===== src/rtl/bg_scroll_pkg.sv =====
// Shared geometry, types and camera-step helpers for the Green Hill background scroller.
package bg_scroll_pkg;

    localparam int MAP_W    = 1968;
    localparam int MAP_H    = 128;
    localparam int X_SCALE  = 7;
    localparam int Y_SCALE  = 9;
    localparam int VIEW_W   = 92;
    localparam int VIEW_H   = 54;
    localparam int DEAD_L   = 32;
    localparam int DEAD_R   = 56;
    localparam int DEAD_T   = 16;
    localparam int DEAD_B   = 40;
    localparam int MAX_STEP = 8;
    localparam int Y_INIT   = 54;
    localparam int ACT_W    = 640;
    localparam int ACT_H    = 480;

    typedef logic [10:0]        cam_x_t;
    typedef logic [6:0]         cam_y_t;
    typedef logic signed [12:0] cam_calc_t;

    typedef enum logic [2:0] {
        CAM_IDLE   = 3'd0,
        CAM_LATCH  = 3'd1,
        CAM_STEP_X = 3'd2,
        CAM_STEP_Y = 3'd3,
        CAM_CLAMP  = 3'd4,
        CAM_COMMIT = 3'd5
    } cam_state_e;

    localparam cam_calc_t DEAD_L_C   = cam_calc_t'(DEAD_L);
    localparam cam_calc_t DEAD_R_C   = cam_calc_t'(DEAD_R);
    localparam cam_calc_t DEAD_T_C   = cam_calc_t'(DEAD_T);
    localparam cam_calc_t DEAD_B_C   = cam_calc_t'(DEAD_B);
    localparam cam_calc_t MAX_STEP_C = cam_calc_t'(MAX_STEP);
    localparam cam_calc_t X_MAX_C    = cam_calc_t'(MAP_W - VIEW_W);
    localparam cam_calc_t Y_MAX_C    = cam_calc_t'(MAP_H - VIEW_H);

    // Move the camera toward the target only when it leaves the deadzone, rate-limited.
    function automatic cam_calc_t step_toward(input cam_calc_t cam, input cam_calc_t tgt,
                                              input cam_calc_t lo_off, input cam_calc_t hi_off);
        cam_calc_t lo;
        cam_calc_t hi;
        cam_calc_t d;
        cam_calc_t step;
        lo = cam + lo_off;
        hi = cam + hi_off;
        if (tgt < lo) d = tgt - lo;
        else if (tgt > hi) d = tgt - hi;
        else d = 13'sd0;
        if (d > MAX_STEP_C) step = MAX_STEP_C;
        else if (d < -MAX_STEP_C) step = -MAX_STEP_C;
        else step = d;
        return cam + step;
    endfunction

    function automatic cam_calc_t clamp_to(input cam_calc_t v, input cam_calc_t hi);
        cam_calc_t r;
        if (v < 13'sd0) r = 13'sd0;
        else if (v > hi) r = hi;
        else r = v;
        return r;
    endfunction

endpackage


===== src/rtl/bg_scroll_ctrl_if.sv =====
// Pixel-timing, Sonic position and camera/address result bundle around bg_scroll_ctrl.
interface bg_scroll_ctrl_if;
    import bg_scroll_pkg::*;

    logic        frame_start;
    logic [9:0]  DrawX;
    logic [9:0]  DrawY;
    cam_x_t      sonic_x;
    cam_y_t      sonic_y;
    logic [17:0] rom_address;
    cam_x_t      cam_x;
    cam_y_t      cam_y;
    logic        cam_update;
    logic        overrun;

    modport master (output frame_start, DrawX, DrawY, sonic_x, sonic_y,
                    input  rom_address, cam_x, cam_y, cam_update, overrun);
    modport slave  (input  frame_start, DrawX, DrawY, sonic_x, sonic_y,
                    output rom_address, cam_x, cam_y, cam_update, overrun);
endinterface


===== src/rtl/bg_addr_gen.sv =====
// Per-pixel background ROM address sequencer built from scale counters and a running row base.
module bg_addr_gen
    import bg_scroll_pkg::*;
(
    input  logic        vga_clk,
    input  logic        reset_n,
    input  cam_x_t      cam_x,
    input  cam_y_t      cam_y,
    input  logic [17:0] cam_base,
    input  logic [9:0]  draw_x,
    input  logic [9:0]  draw_y,
    output logic [17:0] rom_address
);
    localparam logic [2:0]  COL_SUB_LAST = 3'(X_SCALE - 1);
    localparam logic [3:0]  ROW_SUB_LAST = 4'(Y_SCALE - 1);
    localparam logic [17:0] ROW_STEP     = 18'(MAP_W);
    localparam logic [17:0] INIT_BASE    = 18'(Y_INIT * MAP_W);

    cam_x_t      frame_cam_x_r;
    cam_x_t      col_r;
    cam_x_t      col_nxt_s;
    cam_x_t      line_cam_x_s;
    logic [2:0]  col_sub_r;
    logic [2:0]  col_sub_nxt_s;
    cam_y_t      row_r;
    cam_y_t      row_nxt_s;
    logic [3:0]  row_sub_r;
    logic [3:0]  row_sub_nxt_s;
    logic [17:0] row_base_r;
    logic [17:0] row_base_nxt_s;
    logic [17:0] rom_address_r;
    logic        frame_top_s;
    logic        pix_active_s;

    assign frame_top_s  = (draw_x == 10'd0) && (draw_y == 10'd0);
    assign pix_active_s = (draw_x < 10'(ACT_W)) && (draw_y < 10'(ACT_H));
    // The frame's first pixel takes the committed camera; later lines reuse that frame's copy.
    assign line_cam_x_s = frame_top_s ? cam_x : frame_cam_x_r;

    // Counter values that belong to the pixel currently presented on draw_x/draw_y.
    always_comb begin
        col_sub_nxt_s  = col_sub_r;
        col_nxt_s      = col_r;
        row_sub_nxt_s  = row_sub_r;
        row_nxt_s      = row_r;
        row_base_nxt_s = row_base_r;
        if (draw_x == 10'd0) begin
            col_sub_nxt_s = 3'd0;
            col_nxt_s     = line_cam_x_s;
            if (draw_y == 10'd0) begin
                row_sub_nxt_s  = 4'd0;
                row_nxt_s      = cam_y;
                row_base_nxt_s = cam_base;
            end else if (row_sub_r == ROW_SUB_LAST) begin
                row_sub_nxt_s  = 4'd0;
                row_nxt_s      = row_r + 7'd1;
                row_base_nxt_s = row_base_r + ROW_STEP;
            end else begin
                row_sub_nxt_s = row_sub_r + 4'd1;
            end
        end else if (col_sub_r == COL_SUB_LAST) begin
            col_sub_nxt_s = 3'd0;
            col_nxt_s     = col_r + 11'd1;
        end else begin
            col_sub_nxt_s = col_sub_r + 3'd1;
        end
    end

    // Counters advance and the address registers only inside the active area; it holds elsewhere.
    always_ff @(posedge vga_clk or negedge reset_n) begin
        if (!reset_n) begin
            frame_cam_x_r <= 11'd0;
            col_r         <= 11'd0;
            col_sub_r     <= 3'd0;
            row_r         <= cam_y_t'(Y_INIT);
            row_sub_r     <= 4'd0;
            row_base_r    <= INIT_BASE;
            rom_address_r <= INIT_BASE;
        end else if (pix_active_s) begin
            if (frame_top_s) frame_cam_x_r <= cam_x;
            col_r         <= col_nxt_s;
            col_sub_r     <= col_sub_nxt_s;
            row_r         <= row_nxt_s;
            row_sub_r     <= row_sub_nxt_s;
            row_base_r    <= row_base_nxt_s;
            rom_address_r <= row_base_nxt_s + 18'(col_nxt_s);
        end
    end

    assign rom_address = rom_address_r;

endmodule


===== src/rtl/bg_scroll_ctrl.sv =====
// Green Hill camera controller: a once-per-frame deadzone/rate-limited/clamped camera FSM
// driving the per-pixel background ROM address sequencer.
module bg_scroll_ctrl
    import bg_scroll_pkg::*;
(
    input  logic            vga_clk,
    input  logic            reset_n,
    bg_scroll_ctrl_if.slave bus
);
    localparam logic [2:0] ST_IDLE   = 3'(CAM_IDLE);
    localparam logic [2:0] ST_LATCH  = 3'(CAM_LATCH);
    localparam logic [2:0] ST_STEP_X = 3'(CAM_STEP_X);
    localparam logic [2:0] ST_STEP_Y = 3'(CAM_STEP_Y);
    localparam logic [2:0] ST_CLAMP  = 3'(CAM_CLAMP);
    localparam logic [2:0] ST_COMMIT = 3'(CAM_COMMIT);

    logic [2:0]  state_r;
    cam_calc_t   wx_r;
    cam_calc_t   wy_r;
    cam_calc_t   nx_r;
    cam_calc_t   ny_r;
    cam_calc_t   cx_s;
    cam_calc_t   cy_s;
    cam_x_t      cam_x_r;
    cam_y_t      cam_y_r;
    logic [17:0] cam_base_r;
    logic        cam_update_r;
    logic        overrun_r;
    logic [17:0] rom_address_s;

    assign cx_s = $signed({2'b00, cam_x_r});
    assign cy_s = $signed({6'b000000, cam_y_r});

    // Camera FSM; the committed registers double as the shadow copy the address path samples.
    always_ff @(posedge vga_clk or negedge reset_n) begin
        if (!reset_n) begin
            state_r      <= ST_IDLE;
            wx_r         <= 13'sd0;
            wy_r         <= 13'sd0;
            nx_r         <= 13'sd0;
            ny_r         <= 13'sd0;
            cam_x_r      <= 11'd0;
            cam_y_r      <= cam_y_t'(Y_INIT);
            cam_base_r   <= 18'(Y_INIT * MAP_W);
            cam_update_r <= 1'b0;
            overrun_r    <= 1'b0;
        end else begin
            cam_update_r <= 1'b0;
            if (bus.frame_start && (state_r != ST_IDLE)) overrun_r <= 1'b1;
            case (state_r)
                ST_IDLE: begin
                    if (bus.frame_start) state_r <= ST_LATCH;
                end
                ST_LATCH: begin
                    wx_r    <= $signed({2'b00, bus.sonic_x});
                    wy_r    <= $signed({6'b000000, bus.sonic_y});
                    state_r <= ST_STEP_X;
                end
                ST_STEP_X: begin
                    nx_r    <= step_toward(cx_s, wx_r, DEAD_L_C, DEAD_R_C);
                    state_r <= ST_STEP_Y;
                end
                ST_STEP_Y: begin
                    ny_r    <= step_toward(cy_s, wy_r, DEAD_T_C, DEAD_B_C);
                    state_r <= ST_CLAMP;
                end
                ST_CLAMP: begin
                    nx_r    <= clamp_to(nx_r, X_MAX_C);
                    ny_r    <= clamp_to(ny_r, Y_MAX_C);
                    state_r <= ST_COMMIT;
                end
                ST_COMMIT: begin
                    cam_x_r      <= cam_x_t'(nx_r);
                    cam_y_r      <= cam_y_t'(ny_r);
                    cam_base_r   <= 18'(cam_y_t'(ny_r)) * 18'(MAP_W);
                    cam_update_r <= 1'b1;
                    state_r      <= ST_IDLE;
                end
                default: begin
                    state_r <= ST_IDLE;
                end
            endcase
        end
    end

    bg_addr_gen u_addr_gen (
        .vga_clk     (vga_clk),
        .reset_n     (reset_n),
        .cam_x       (cam_x_r),
        .cam_y       (cam_y_r),
        .cam_base    (cam_base_r),
        .draw_x      (bus.DrawX),
        .draw_y      (bus.DrawY),
        .rom_address (rom_address_s)
    );

    assign bus.rom_address = rom_address_s;
    assign bus.cam_x       = cam_x_r;
    assign bus.cam_y       = cam_y_r;
    assign bus.cam_update  = cam_update_r;
    assign bus.overrun     = overrun_r;

endmodule


===== src/flat_wrapper.sv =====
// flat-port wrapper written by rule: the top's interface ports become plain ports
module bg_scroll_ctrl_flat import bg_scroll_pkg::*;
  (vga_clk, reset_n, bus_frame_start, bus_DrawX, bus_DrawY, bus_sonic_x, bus_sonic_y, bus_rom_address, bus_cam_x, bus_cam_y, bus_cam_update, bus_overrun);
  bg_scroll_ctrl_if bus_i ();
  input  logic vga_clk;
  input  logic reset_n;
  input wire logic [$bits(bus_i.frame_start)-1:0] bus_frame_start;
  input wire logic [$bits(bus_i.DrawX)-1:0] bus_DrawX;
  input wire logic [$bits(bus_i.DrawY)-1:0] bus_DrawY;
  input wire logic [$bits(bus_i.sonic_x)-1:0] bus_sonic_x;
  input wire logic [$bits(bus_i.sonic_y)-1:0] bus_sonic_y;
  output wire logic [$bits(bus_i.rom_address)-1:0] bus_rom_address;
  output wire logic [$bits(bus_i.cam_x)-1:0] bus_cam_x;
  output wire logic [$bits(bus_i.cam_y)-1:0] bus_cam_y;
  output wire logic [$bits(bus_i.cam_update)-1:0] bus_cam_update;
  output wire logic [$bits(bus_i.overrun)-1:0] bus_overrun;
  assign bus_i.frame_start = bus_frame_start;
  assign bus_i.DrawX = bus_DrawX;
  assign bus_i.DrawY = bus_DrawY;
  assign bus_i.sonic_x = bus_sonic_x;
  assign bus_i.sonic_y = bus_sonic_y;
  assign bus_rom_address = bus_i.rom_address;
  assign bus_cam_x = bus_i.cam_x;
  assign bus_cam_y = bus_i.cam_y;
  assign bus_cam_update = bus_i.cam_update;
  assign bus_overrun = bus_i.overrun;
  bg_scroll_ctrl u_core (.vga_clk(vga_clk), .reset_n(reset_n), .bus(bus_i));
endmodule

===== config.mk =====
export PLATFORM = sky130hd
export DESIGN_NAME = bg_scroll_ctrl_flat
export DESIGN_NICKNAME = d
export VERILOG_FILES = /design/src/rtl/bg_scroll_pkg.sv /design/src/rtl/bg_scroll_ctrl_if.sv /design/src/rtl/bg_addr_gen.sv /design/src/rtl/bg_scroll_ctrl.sv /design/src/flat_wrapper.sv
export SDC_FILE = /design/constraint.sdc
export NUM_CORES = 1
export LEC_CHECK = 0
export ABC_AREA = 0
export ABC_CLOCK_PERIOD_IN_PS = 6000
export BUFFER_PORTS_ARGS = -buffer_cell sky130_fd_sc_hd__buf_2
export CAP_MARGIN = 10
export CORE_AREA = 2 2 173 175
export DETAILED_ROUTE_END_ITERATION = 16
export DIE_AREA = 0 0 175 177
export PLACE_DENSITY_LB_ADDON = 0.08
export SYNTH_ARGS = -nofsm -noshare
export SYNTH_HDL_FRONTEND = slang
export SYNTH_SLANG_ARGS = --single-unit

===== constraint.sdc =====
create_clock -name vga_clk -period 6 [get_ports vga_clk]
set_clock_uncertainty 0.2 [all_clocks]
set_input_delay 0.6 -clock vga_clk [delete_from_list [all_inputs] [get_ports vga_clk]]
set_output_delay 0.6 -clock vga_clk [all_outputs]
set_load 0.005 [all_outputs]

==> run_results.csv, run 1 <==
group,metric,value,unit
timing,clock.fmax,0.173,GHz
place,dp_slack,-0.294,ns
global_routing,grt_pass1_wl,49200,um
timing,worstMarginPinSlew,0.911,ns
finish,drive_above_1_share,0.233,
timing,hold_viol,0,
place,dp_hpwl,22500,um
detailed_routing,drt_first_pass_iters,5,
detailed_routing,wl_per_cell,16.3,um
finish,nets,1607,
worst_setup_path,arrival,5.91,ns
synthesis,synth_cells,1291,
detailed_routing,via_count,9567,
worst_setup_path,reg2reg_depth,27,
finish,multi_input_area,7600,um2
global_routing,grt_pass1_vias,9512,
global_routing,grt_util_all_layers,0.198,
timing,holdWs,0.0634,ns
job,maxCapViolations,0,
synthesis,ys_ff_latch,145,
timing,period_minus_slack,5.78,ns
cts,cts_sinks,145,
cts,cts.clk_slew.worst_paths,0.07,ns
synthesis,yosys_warnings,0,
detailed_routing,viasPerCell,5.22,
worst_setup_path,crit_required,6.13,ns
synthesis,synth_compound_area_frac,0.185,
cts,h-tree-depth,4,
synthesis,synthFlopType,"dfrtp_1",
synthesis,async_flop_share,1.00,
synthesis,synth_top_family_by_area,"compound AO/OA/AOI/OAI gates",
die,die-area,31000,um2
timing,timing.final.ws_setup,0.219,ns
worst_setup_path,path_delay_family,"compound AO/OA/AOI/OAI gates",
detailed_routing,drc,0,
worst_setup_path,crit_path_top_delay_cell,"dfrtp_1",
global_routing,grt_max_degree,98,
synthesis,syn_nets,1468,
detailed_routing,drtAntennaViolNets,0,
synthesis,ys_types,82,
synthesis,synthSimpleGateAreaFrac,0.177,
timing,slew_viol_final,0,
global_routing,grt_overflow,0,
synthesis,yosysTopAreaCell,"dfrtp_1",
synthesis,synth_fa_ha_area_frac,0.162,
die,core,29200,um2
timing,setup_violations,0,
global_routing,antenna_found_initial,0,
synthesis,synth_top_cell_area_share,0.254,
finish,register_area,3660,um2
place,port_buffers,78,
worst_setup_path,path_buf_inv,4,
die,die_w,175,um
synthesis,synth_seq_area_share,0.318,
synthesis,synth_xor_area_frac,0.0645,
cts,clockBufferDepth,2,
synthesis,yosysMostFrequentCell,"nand2_1",
cts,insertion_delay,0.44,ns
cts,cts_made_buffers,17,
timing,finalCritPeriodShare,0.963,
synthesis,avgSynthCellArea,8.94,um2
worst_setup_path,slowest_delay,0.43,ns
finish,area_delta_synth_final,19.2,%
finish,fillers,2907,
cts,root_buffer,"clkbuf_16",
timing,slew_headroom,0.393,
detailed_routing,drtIter0Drc,461,
worst_setup_path,cp.depth,27,
worst_setup_path,start_kind,"flip-flop",
worst_setup_path,critPathKind,"flip-flop to flip-flop",
die,initial_core_util,0.394,
worst_setup_path,crit_fanout,6,
synthesis,muxShareOfSynthArea,0.0527,
synthesis,netlist_area,11500,um2
worst_hold_path,hold_path.class,"input pin to asynchronous set/reset pin",
synthesis,synth_edf_count,0,
detailed_routing,drt-total-wl,30000,um
status,outcome,"completed",
die,die_y,177,um
place,gp_congestion,0.894,
die,io-pin-count,79,
synthesis,synth.area.top_cells,"dfrtp_1, ha_1, dfstp_2",
synthesis,yosys-top-cells-count,"nand2_1, dfrtp_1, ha_1",
cts,cts_tree,"built",
worst_setup_path,worst_setup_path_end_kind,"flip-flop",
die,num_rows,63,
==> registers in the layout, indices dropped and copies added, names as in the netlist <==
register and cells:
u_core.state_r 3, u_core.u_addr_gen.rom_address 18, u_core.u_addr_gen.row_base_r 18, u_core.wy_r 7, u_core.bus.cam_y 7, u_core.ny_r 13, u_core.u_addr_gen.col_r 11, u_core.bus.cam_update 1
u_core.u_addr_gen.frame_cam_x_r 11, u_core.nx_r 13, u_core.u_addr_gen.row_sub_r 4, u_core.bus.cam_x 11, u_core.cam_base_r 13, u_core.u_addr_gen.col_sub_r 3, u_core.bus.overrun 1, u_core.wx_r 11
==> area by class of cell <==
cell class / count / area share
Tap cell: 390 / 0.0355
Timing Repair Buffer: 169 / 0.0788
Inverter: 73 / 0.0199
Clock buffer: 17 / 0.0309
Antenna cell: 1 / 0.000182
Sequential cell: 145 / 0.266
Clock inverter: 15 / 0.0157
Multi-Input combinational cell: 1024 / 0.552
==> cell families (layout without fill, tap and decap cells) <==
group / count (synthesis) / count (layout)
and+or+nand+nor: 416 / 416
AOI/OAI and AO/OA: 333 / 333
DFF: 145 / 145
adders and majority gates: 136 / 136
buffers and inverters: 122 / 274
xor gates and xnor gates: 85 / 85
muxes: 54 / 54
other: 0 / 1
==> per-stage QoR <==
step	std cells	area (um2)	utilization	TNS, ns
after floorplan	1291	11500	-	0
after global placement	1793	12900	0.440	-0.108
after detailed placement	1793	12900	0.440	-0.486
after CTS	1825	13500	0.462	0
after global routing	1833	13800	0.470	-0.162
final	1834	13800	0.470	0
==> layout by cell type, fill, tap and decap left out, drive strengths merged, types with 7 or more instances in the layout <==
master | netlist | routed
and2 | 7 | 7
nor4 | 10 | 10
nor2 | 77 | 77
a211o | 8 | 8
a31oi | 16 | 16
clkbuf | 40 | 17
nand2 | 151 | 151
nor2b | 25 | 25
or2 | 7 | 7
xnor2 | 53 | 53
a21oi | 78 | 78
o22a | 12 | 12
or4 | 7 | 7
nor3 | 26 | 26
dfrtp | 117 | 117
or3 | 14 | 14
o21ai | 105 | 105
a211oi | 9 | 9
nand2b | 23 | 23
nand3 | 31 | 31
o21a | 9 | 9
buf | 9 | 169
o31ai | 13 | 13
fa | 22 | 22
nand4 | 7 | 7
and3 | 11 | 11
a21o | 20 | 20
dfstp | 28 | 28
o21bai | 8 | 8
xor2 | 32 | 32
inv | 73 | 81
ha | 114 | 114
mux2 | 51 | 51
==> path summary, 6_finish.rpt <==
check / start / end / slack, ns
min reg2reg: u_core.u_addr_gen.rom_address[15]$_DFFE_PN1P_ / u_core.u_addr_gen.rom_address[15]$_DFFE_PN1P_ / 0.26
max reg2reg: u_core.bus.cam_x[4]$_DFFE_PN0P_ / u_core.nx_r[11]$_DFFE_PN0P_ / 0.22
max: u_core.bus.cam_x[4]$_DFFE_PN0P_ / u_core.nx_r[11]$_DFFE_PN0P_ / 0.22
max in group asynchronous: reset_n / u_core.bus.cam_x[1]$_DFFE_PN0P_ / 4.31
min in group vga_clk: bus_sonic_y[0] / u_core.wy_r[0]$_DFFE_PN0P_ / 0.17
min: reset_n / u_core.u_addr_gen.col_sub_r[1]$_DFFE_PN0P_ / 0.06
==> metal layers <==
layer | routed length [um] | GRT usage | share of wire | vias to the layer above
li1 | - | - | - | 4888
met1 | 14900 | 0.274 | 0.50 | 4524
met2 | 14000 | 0.328 | 0.47 | 134
met3 | 791 | 0.0305 | 0.026 | 21
met4 | 344 | 0.0451 | 0.011 | 0
met5 | 0 | 0 | 0 | -
==> timing repair <==
| action | 4_1_cts | 5_1_grt |
|---|---|---|
| endpoints found under the setup margin | 4 | 9 |
| pin swaps | 1 | 20 |
| hold buffers | 0 | 0 |
| resized for setup | 6 | 39 |
| buffers inserted | 0 | 8 |
Power of run 1 is left out: the tool's default activity adds up to more than one toggle a clock period on the data nets, which glitch-free logic cannot reach.
==> run 2, diff against run 1 <==
--- a/config.mk
+++ b/config.mk
@@ -9,10 +9,12 @@
 export ABC_CLOCK_PERIOD_IN_PS = 6000
 export BUFFER_PORTS_ARGS = -buffer_cell sky130_fd_sc_hd__buf_2
 export CAP_MARGIN = 10
-export CORE_AREA = 2 2 173 175
+export CORE_AREA = 2 2 174 176
+export CTS_BUF_LIST = sky130_fd_sc_hd__clkbuf_8
 export DETAILED_ROUTE_END_ITERATION = 16
-export DIE_AREA = 0 0 175 177
+export DIE_AREA = 0 0 176 178
 export PLACE_DENSITY_LB_ADDON = 0.08
 export SYNTH_ARGS = -nofsm -noshare
 export SYNTH_HDL_FRONTEND = slang
+export SYNTH_HIERARCHICAL = 1
 export SYNTH_SLANG_ARGS = --single-unit
==> run 2 against run 1 <==
Against the previous run:
- area after synthesis rose by 1.1%
- maximum frequency rose by 0.71%
- die area rose by 1.1%
- critical path depth fell by 1
- cell count fell by 1.0%
- synthesized cell count rose by 0.77%
- count of clock-buffer cells in the layout rose by 1
- worst hold slack improved by 0.096 ns
- non-clock buffer count fell by 37
- setup slack improved by 0.041 ns
==> run_results.csv, run 2 <==
group,metric,value,unit
status,outcome,"completed",
worst_setup_path,crit_path_top_delay_cell,"or4b_4",
place,gp_congestion,0.909,
synthesis,synthFlopType,"dfrtp_1",
global_routing,grt_util_all_layers,0.199,
finish,area_delta_synth_final,14.0,%
detailed_routing,drc,0,
cts,insertion_delay,0.46,ns
synthesis,ys_ff_latch,145,
worst_setup_path,arrival,5.90,ns
timing,hold_viol,0,
synthesis,yosysMostFrequentCell,"nand2_1",
global_routing,grt_pass1_vias,9481,
timing,clock.fmax,0.174,GHz
detailed_routing,drt_first_pass_iters,5,
cts,root_buffer,"clkbuf_8",
synthesis,yosysTopAreaCell,"dfrtp_1",
timing,period_minus_slack,5.74,ns
worst_setup_path,slowest_delay,0.56,ns
global_routing,grt_pass1_wl,49600,um
synthesis,synth_edf_count,0,
die,die_w,176,um
global_routing,grt_max_degree,54,
detailed_routing,wl_per_cell,16.8,um
synthesis,synth_top_cell_area_share,0.251,
finish,nets,1589,
synthesis,synth_seq_area_share,0.314,
synthesis,synth_cells,1301,
job,maxCapViolations,0,
timing,setup_violations,0,
cts,cts_sinks,145,
cts,clockBufferDepth,2,
global_routing,antenna_found_initial,0,
worst_setup_path,crit_fanout,6,
detailed_routing,drtAntennaViolNets,0,
detailed_routing,drtIter0Drc,564,
synthesis,yosys_warnings,6,
die,die_y,178,um
cts,cts_tree,"built",
die,io-pin-count,79,
detailed_routing,via_count,9810,
place,dp_hpwl,22900,um
timing,tns,0,ns
finish,fillers,2906,
timing,holdWs,0.160,ns
timing,worstMarginPinSlew,1.06,ns
place,placed_cells,1770,
synthesis,ys_types,93,
synthesis,avgSynthCellArea,8.96,um2
die,core,29400,um2
synthesis,netlist_area,11700,um2
worst_setup_path,critPathKind,"flip-flop to flip-flop",
synthesis,yosys-top-cells-count,"nand2_1, dfrtp_1, ha_1",
finish,final_common_cell,"nand2_1",
finish,drive_above_1_share,0.214,
die,die-area,31300,um2
timing,finalCritPeriodShare,0.957,
synthesis,async_flop_share,1.00,
global_routing,grt_overflow,0,
detailed_routing,drt-total-wl,30500,um
die,initial_core_util,0.397,
cts,cts_made_buffers,17,
finish,n_antenna_cell,0,
timing,slew_viol_final,0,
worst_setup_path,start_kind,"flip-flop",
cts,h-tree-depth,4,
synthesis,synth.area.top_cells,"dfrtp_1, ha_1, dfstp_2",
worst_setup_path,worst_setup_path_end_kind,"flip-flop",
timing,slew_headroom,0.288,
worst_setup_path,crit_required,6.16,ns
finish,final_cell_mix,"nand2_1, dfrtp_1, ha_1",
cts,cts.clk_slew.worst_paths,0.10,ns
finish,final_util,0.452,
die,num_rows,63,
place,port_buffers,78,
worst_hold_path,hold_path.class,"input pin to flip-flop",
finish,stdcell_count,1815,
detailed_routing,viasPerCell,5.40,
[run 2: cell types whose count changed in the layout (fill, tap and decap cells not counted), moves of 7 or more]
| cell | change |
|---|---|
| clkbuf_16 | -17 |
| conb_1 | +8 |
| o21a_1 | +9 |
| clkbuf_8 | +18 |
| inv_1 | -7 |
| xor2_1 | +13 |
| buf_4 | -38 |
| nor2b_1 | -15 |
| xnor2_1 | -19 |
| a21oi_1 | -7 |
| o21ai_0 | +8 |
| nor2_1 | +23 |
| nand2b_1 | -7 |
| or3_1 | -9 |
[run 2: cells by family (layout without fill, tap and decap cells)]
group                    after synthesis  count (layout)  share of synthesized area
AND/OR/NAND/NOR                      422             422                      0.176
buffers and inverters                114             231                     0.0409
other                                  1               8                   0.000322
XOR/XNOR                              79              79                     0.0593
adder cells (fa/ha/maj)              136             136                      0.160
multiplexers                          52              52                     0.0504
AO/OA/AOI/OAI                        352             352                      0.199
flip-flops                           145             145                      0.314
[run 2: timing repair]
action | in CTS | in global routing
resized for setup | 1 | 36
buffers inserted | 0 | 12
pin swaps | 0 | 10
endpoints found under the setup margin | 2 | 11
endpoints found under the hold margin | 37 | 0
hold buffers | 1 | 0
[run 2: per-layer routing]
layer / GRT usage / share of wire / vias to the layer above / wire length (um)
met3: 0.0273 / 0.030 / 21 / 906
met2: 0.320 / 0.46 / 136 / 14000
met1: 0.284 / 0.50 / 4759 / 15300
met4: 0.0448 / 0.011 / 0 / 335
met5: 0 / 0 / - / 0
li1: - / - / 4894 / -
[run 2: final timing paths]
check / start / to / slack (ns) / cells past startpoint
worst min-delay path: bus_sonic_x[3] / u_core/wx_r[3]$_DFFE_PN0P_ / 0.16 / 2
max in group asynchronous: reset_n / u_core/bus.cam_x[5]$_DFFE_PN0P_ / 4.05 / 3
min in group asynchronous: reset_n / u_core/wx_r[6]$_DFFE_PN0P_ / 0.41 / 2
worst min register to register: u_core/u_addr_gen/rom_address[1]$_DFFE_PN0P_ / u_core/u_addr_gen/rom_address[1]$_DFFE_PN0P_ / 0.28 / 2
worst max-delay path: u_core/bus.cam_x[3]$_DFFE_PN0P_ / u_core/nx_r[12]$_DFFE_PN0P_ / 0.26 / 26
worst max register to register: u_core/bus.cam_x[3]$_DFFE_PN0P_ / u_core/nx_r[12]$_DFFE_PN0P_ / 0.26 / 26
[run 2: worst max-delay path: cells and delay by family (launching register included)]
| family | cells | cell delay, ns |
|---|---|---|
| xor gates and xnor gates | 3 | 0.40 |
| buffers and inverters | 2 | 0.14 |
| and+or+nand+nor | 8 | 1.94 |
| AOI/OAI and AO/OA | 9 | 1.38 |
| DFF | 1 | 0.43 |
| adders and majority gates | 4 | 1.15 |
[run 2: final cells by class]
type | count | area [um2] | area share
tap | 390 | 488 | 0.0367
inverter | 67 | 251 | 0.0189
clock buffer | 18 | 248 | 0.0186
timing repair buffer | 132 | 802 | 0.0604
sequential | 145 | 3670 | 0.276
multi-input combinational | 1049 | 7680 | 0.578
clock inverter | 14 | 156 | 0.0118
[run 2: per-stage QoR]
step / cell area [um2] / setup slack [ns]
after floorplan: 11700 / 0.158
after global placement: 12700 / 0.141
after detailed placement: 12700 / 0.0285
after CTS: 13100 / 0.00361
after global routing: 13300 / -0.00606
final: 13300 / 0.260
Power of run 2 is left out for the same reason.
==> run 3, diff against run 2 <==
--- a/config.mk
+++ b/config.mk
@@ -5,14 +5,14 @@
 export SDC_FILE = /design/constraint.sdc
 export NUM_CORES = 1
 export LEC_CHECK = 0
-export ABC_AREA = 0
+export ABC_AREA = 1
 export ABC_CLOCK_PERIOD_IN_PS = 6000
 export BUFFER_PORTS_ARGS = -buffer_cell sky130_fd_sc_hd__buf_2
 export CAP_MARGIN = 10
-export CORE_AREA = 2 2 174 176
+export CORE_AREA = 2 2 176 178
 export CTS_BUF_LIST = sky130_fd_sc_hd__clkbuf_8
 export DETAILED_ROUTE_END_ITERATION = 16
-export DIE_AREA = 0 0 176 178
+export DIE_AREA = 0 0 178 180
 export PLACE_DENSITY_LB_ADDON = 0.08
 export SYNTH_ARGS = -nofsm -noshare
 export SYNTH_HDL_FRONTEND = slang
==> run 3 against run 2 <==
Against the previous run:
- via count up 6.1%
- flip-flop and latch count stayed put
- die area is 2.3% higher
- core utilization down 1.3 points
- design area is 0.35% lower
- first-iteration DRC count increased by 3.9%
- sequential share of layout area increased by 0.11 points
- non-clock buffer count fell by 45
- worst hold slack worse by 0.0031 ns
- count of clock-buffer cells in the layout increased by 1
- critical path type unchanged
- critical endpoint unchanged
==> run_results.csv, run 3 <==
group,metric,value,unit
cts,h-tree-depth,4,
cts,root_buffer,"clkbuf_8",
timing,timing.final.ws_setup,0.481,ns
place,dp_slack,0.401,ns
worst_setup_path,path_buf_inv,7,
finish,fillers,3130,
worst_setup_path,start_kind,"flip-flop",
worst_setup_path,arrival,5.68,ns
synthesis,yosys-top-cells-count,"nand2_1, inv_1, dfrtp_1",
finish,final_cell_mix,"nand2_1, inv_1, ha_1, dfrtp_1, nor2_1",
synthesis,yosys_warnings,6,
worst_setup_path,critPathKind,"flip-flop to flip-flop",
global_routing,grt_util_all_layers,0.199,
worst_setup_path,worst_setup_path_end_kind,"flip-flop",
die,die_w,178,um
worst_setup_path,path_delay_family,"simple AND/OR/NAND/NOR gates",
timing,hold_viol,0,
timing,setup_violations,0,
synthesis,synth.area.top_cells,"dfrtp_1, nand2_1, ha_1",
die,initial_core_util,0.396,
worst_setup_path,reg2reg_depth,35,
cts,insertion_delay,0.47,ns
finish,n_antenna_cell,0,
worst_setup_path,crit_path_top_delay_cell,"dfrtp_2",
place,gp_congestion,0.896,
worst_hold_path,hp-start,"bus_sonic_x[7]",
finish,stdcell_count,2094,
worst_setup_path,crit_start,"u_core/bus.cam_x[3]$_DFFE_PN0P_",
worst_setup_path,cp.depth,35,
synthesis,synth_seq_area_share,0.306,
die,die_y,180,um
cts,cts.clk_slew.worst_paths,0.09,ns
worst_setup_path,r2r-start,"u_core/bus.cam_x[3]$_DFFE_PN0P_",
synthesis,synthFlopType,"dfrtp_1",
status,outcome,"completed",
synthesis,synth_edf_count,0,
worst_hold_path,min_path_cells,2,
global_routing,grt_overflow,0,
synthesis,yosysMostFrequentCell,"nand2_1",
global_routing,grt_max_degree,64,
synthesis,ys_ff_latch,145,
timing,rsz0062_at_grt,"false",
synthesis,ys_types,58,
timing,worstMarginPinSlew,1.09,ns
worst_setup_path,crit_top_cell,"nand2_1",
place,dp_hpwl,23700,um
timing,period_minus_slack,5.52,ns
finish,area_delta_synth_final,10.7,%
job,maxCapViolations,0,
die,die-area,32000,um2
cts,cts_sinks,145,
timing,tns,0,ns
detailed_routing,drtAntennaViolNets,0,
cts,cts_made_buffers,17,
die,num_rows,64,
worst_hold_path,hold_path.class,"input pin to flip-flop",
place,port_buffers,78,
finish,fin_area,13200,um2
worst_setup_path,crit_fanout,11,
global_routing,antenna_found_initial,0,
cts,clockBufferDepth,2,
synthesis,netlist_area,12000,um2
die,io-pin-count,79,
synthesis,synth_cells,1603,
global_routing,grt_pass1_wl,51300,um
timing,clock.fmax,0.181,GHz
cts,cts_tree,"built",
detailed_routing,drt-total-wl,30700,um
finish,nets,1862,
detailed_routing,wl_per_cell,14.7,um
place,placed_cells,2061,
finish,final_common_cell,"nand2_1",
global_routing,grt_pass1_vias,10200,
finish,drive_above_1_share,0.144,
synthesis,synth_top_cell_area_share,0.245,
worst_setup_path,crit_required,6.16,ns
detailed_routing,viasPerCell,4.97,
die,core,30200,um2
synthesis,yosysTopAreaCell,"dfrtp_1",
detailed_routing,via_count,10400,
cts,cts_setup_buffers,0,
detailed_routing,drt_first_pass_iters,4,
synthesis,async_flop_share,1.00,
timing,finalCritPeriodShare,0.920,
worst_setup_path,slowest_delay,0.43,ns
timing,slew_viol_final,0,
detailed_routing,drtIter0Drc,586,
synthesis,avgSynthCellArea,7.46,um2
timing,slew_headroom,0.272,
place,dpl-instance-area,12800,um2
detailed_routing,drc,0,
[run 3: cell count changes in the layout (fill, tap and decap cells not counted), sizes merged, moves of 14 or more]
cell and change:
nand2 +302, inv +165, nand3 +59, buf -44, mux2 -32, nor2 +27, nand2b -18, a211oi -17
o21a -16, and3 -15, nor3 -14, xnor2 -14
[run 3: routing by layer]
layer,vias to the layer above,track usage,part of all wire
li1,5354,-,-
met1,4841,0.283,0.50
met2,185,0.319,0.46
met3,25,0.0290,0.037
met4,0,0.0462,0.012
met5,-,0,0
[run 3: final timing paths]
check / to / slack [ns]
max: u_core/nx_r[12]$_DFFE_PN0P_ / 0.48
min: u_core/wx_r[7]$_DFFE_PN0P_ / 0.16
max reg2reg: u_core/nx_r[12]$_DFFE_PN0P_ / 0.48
min reg2reg: u_core/bus.overrun$_DFFE_PN0P_ / 0.27
max in group asynchronous: u_core/bus.cam_x[6]$_DFFE_PN0P_ / 4.03
min in group asynchronous: u_core/u_addr_gen/row_base_r[1]$_DFFE_PN0P_ / 0.38
[run 3: repair_timing]
item,4_1_cts,5_1_grt
hold buffers,1,0
endpoints found under the hold margin,33,0
endpoints found under the setup margin,0,8
resized for setup,0,5
[run 3: area by class of cell]
| cell class | instances | area, um2 | share of cell area |
|---|---|---|---|
| sequential | 145 | 3670 | 0.277 |
| clock inverter | 13 | 156 | 0.0118 |
| inverter | 236 | 886 | 0.0669 |
| tap | 396 | 495 | 0.0374 |
| clock buffer | 19 | 262 | 0.0197 |
| timing repair buffer | 87 | 467 | 0.0352 |
| multi-input combinational | 1198 | 7310 | 0.552 |
[run 3: worst register-to-register path, delay by kind of cell (launching register included)]
kind / cells / cell delay [ns]
xor+xnor: 1 / 0.17
buf+inv: 7 / 0.68
simple gates: 20 / 2.09
fa+ha+maj: 5 / 1.50
compound gates: 2 / 0.35
flops: 1 / 0.43
[run 3: kinds of logic (layout without fill, tap and decap cells)]
| group | count (synthesis) | after routing | synth area share |
|---|---|---|---|
| adders and majority gates | 136 | 136 | 0.156 |
| muxes | 16 | 16 | 0.0151 |
| and+or+nand+nor | 724 | 724 | 0.272 |
| xor gates and xnor gates | 61 | 61 | 0.0447 |
| buffers and inverters | 263 | 355 | 0.0844 |
| DFF | 145 | 145 | 0.306 |
| AOI/OAI and AO/OA | 257 | 257 | 0.121 |
| other | 1 | 4 | 0.000314 |
[run 3: stage by stage]
stage / hold WS (ns) / utilization
finish: 0.156 / 0.439
global route: 0.125 / 0.439
CTS: 0.119 / 0.438
detailed placement: 0.241 / 0.424
global placement: 0.246 / 0.424
floorplan: 0.104 / -
Power of run 3 is left out for the same reason.
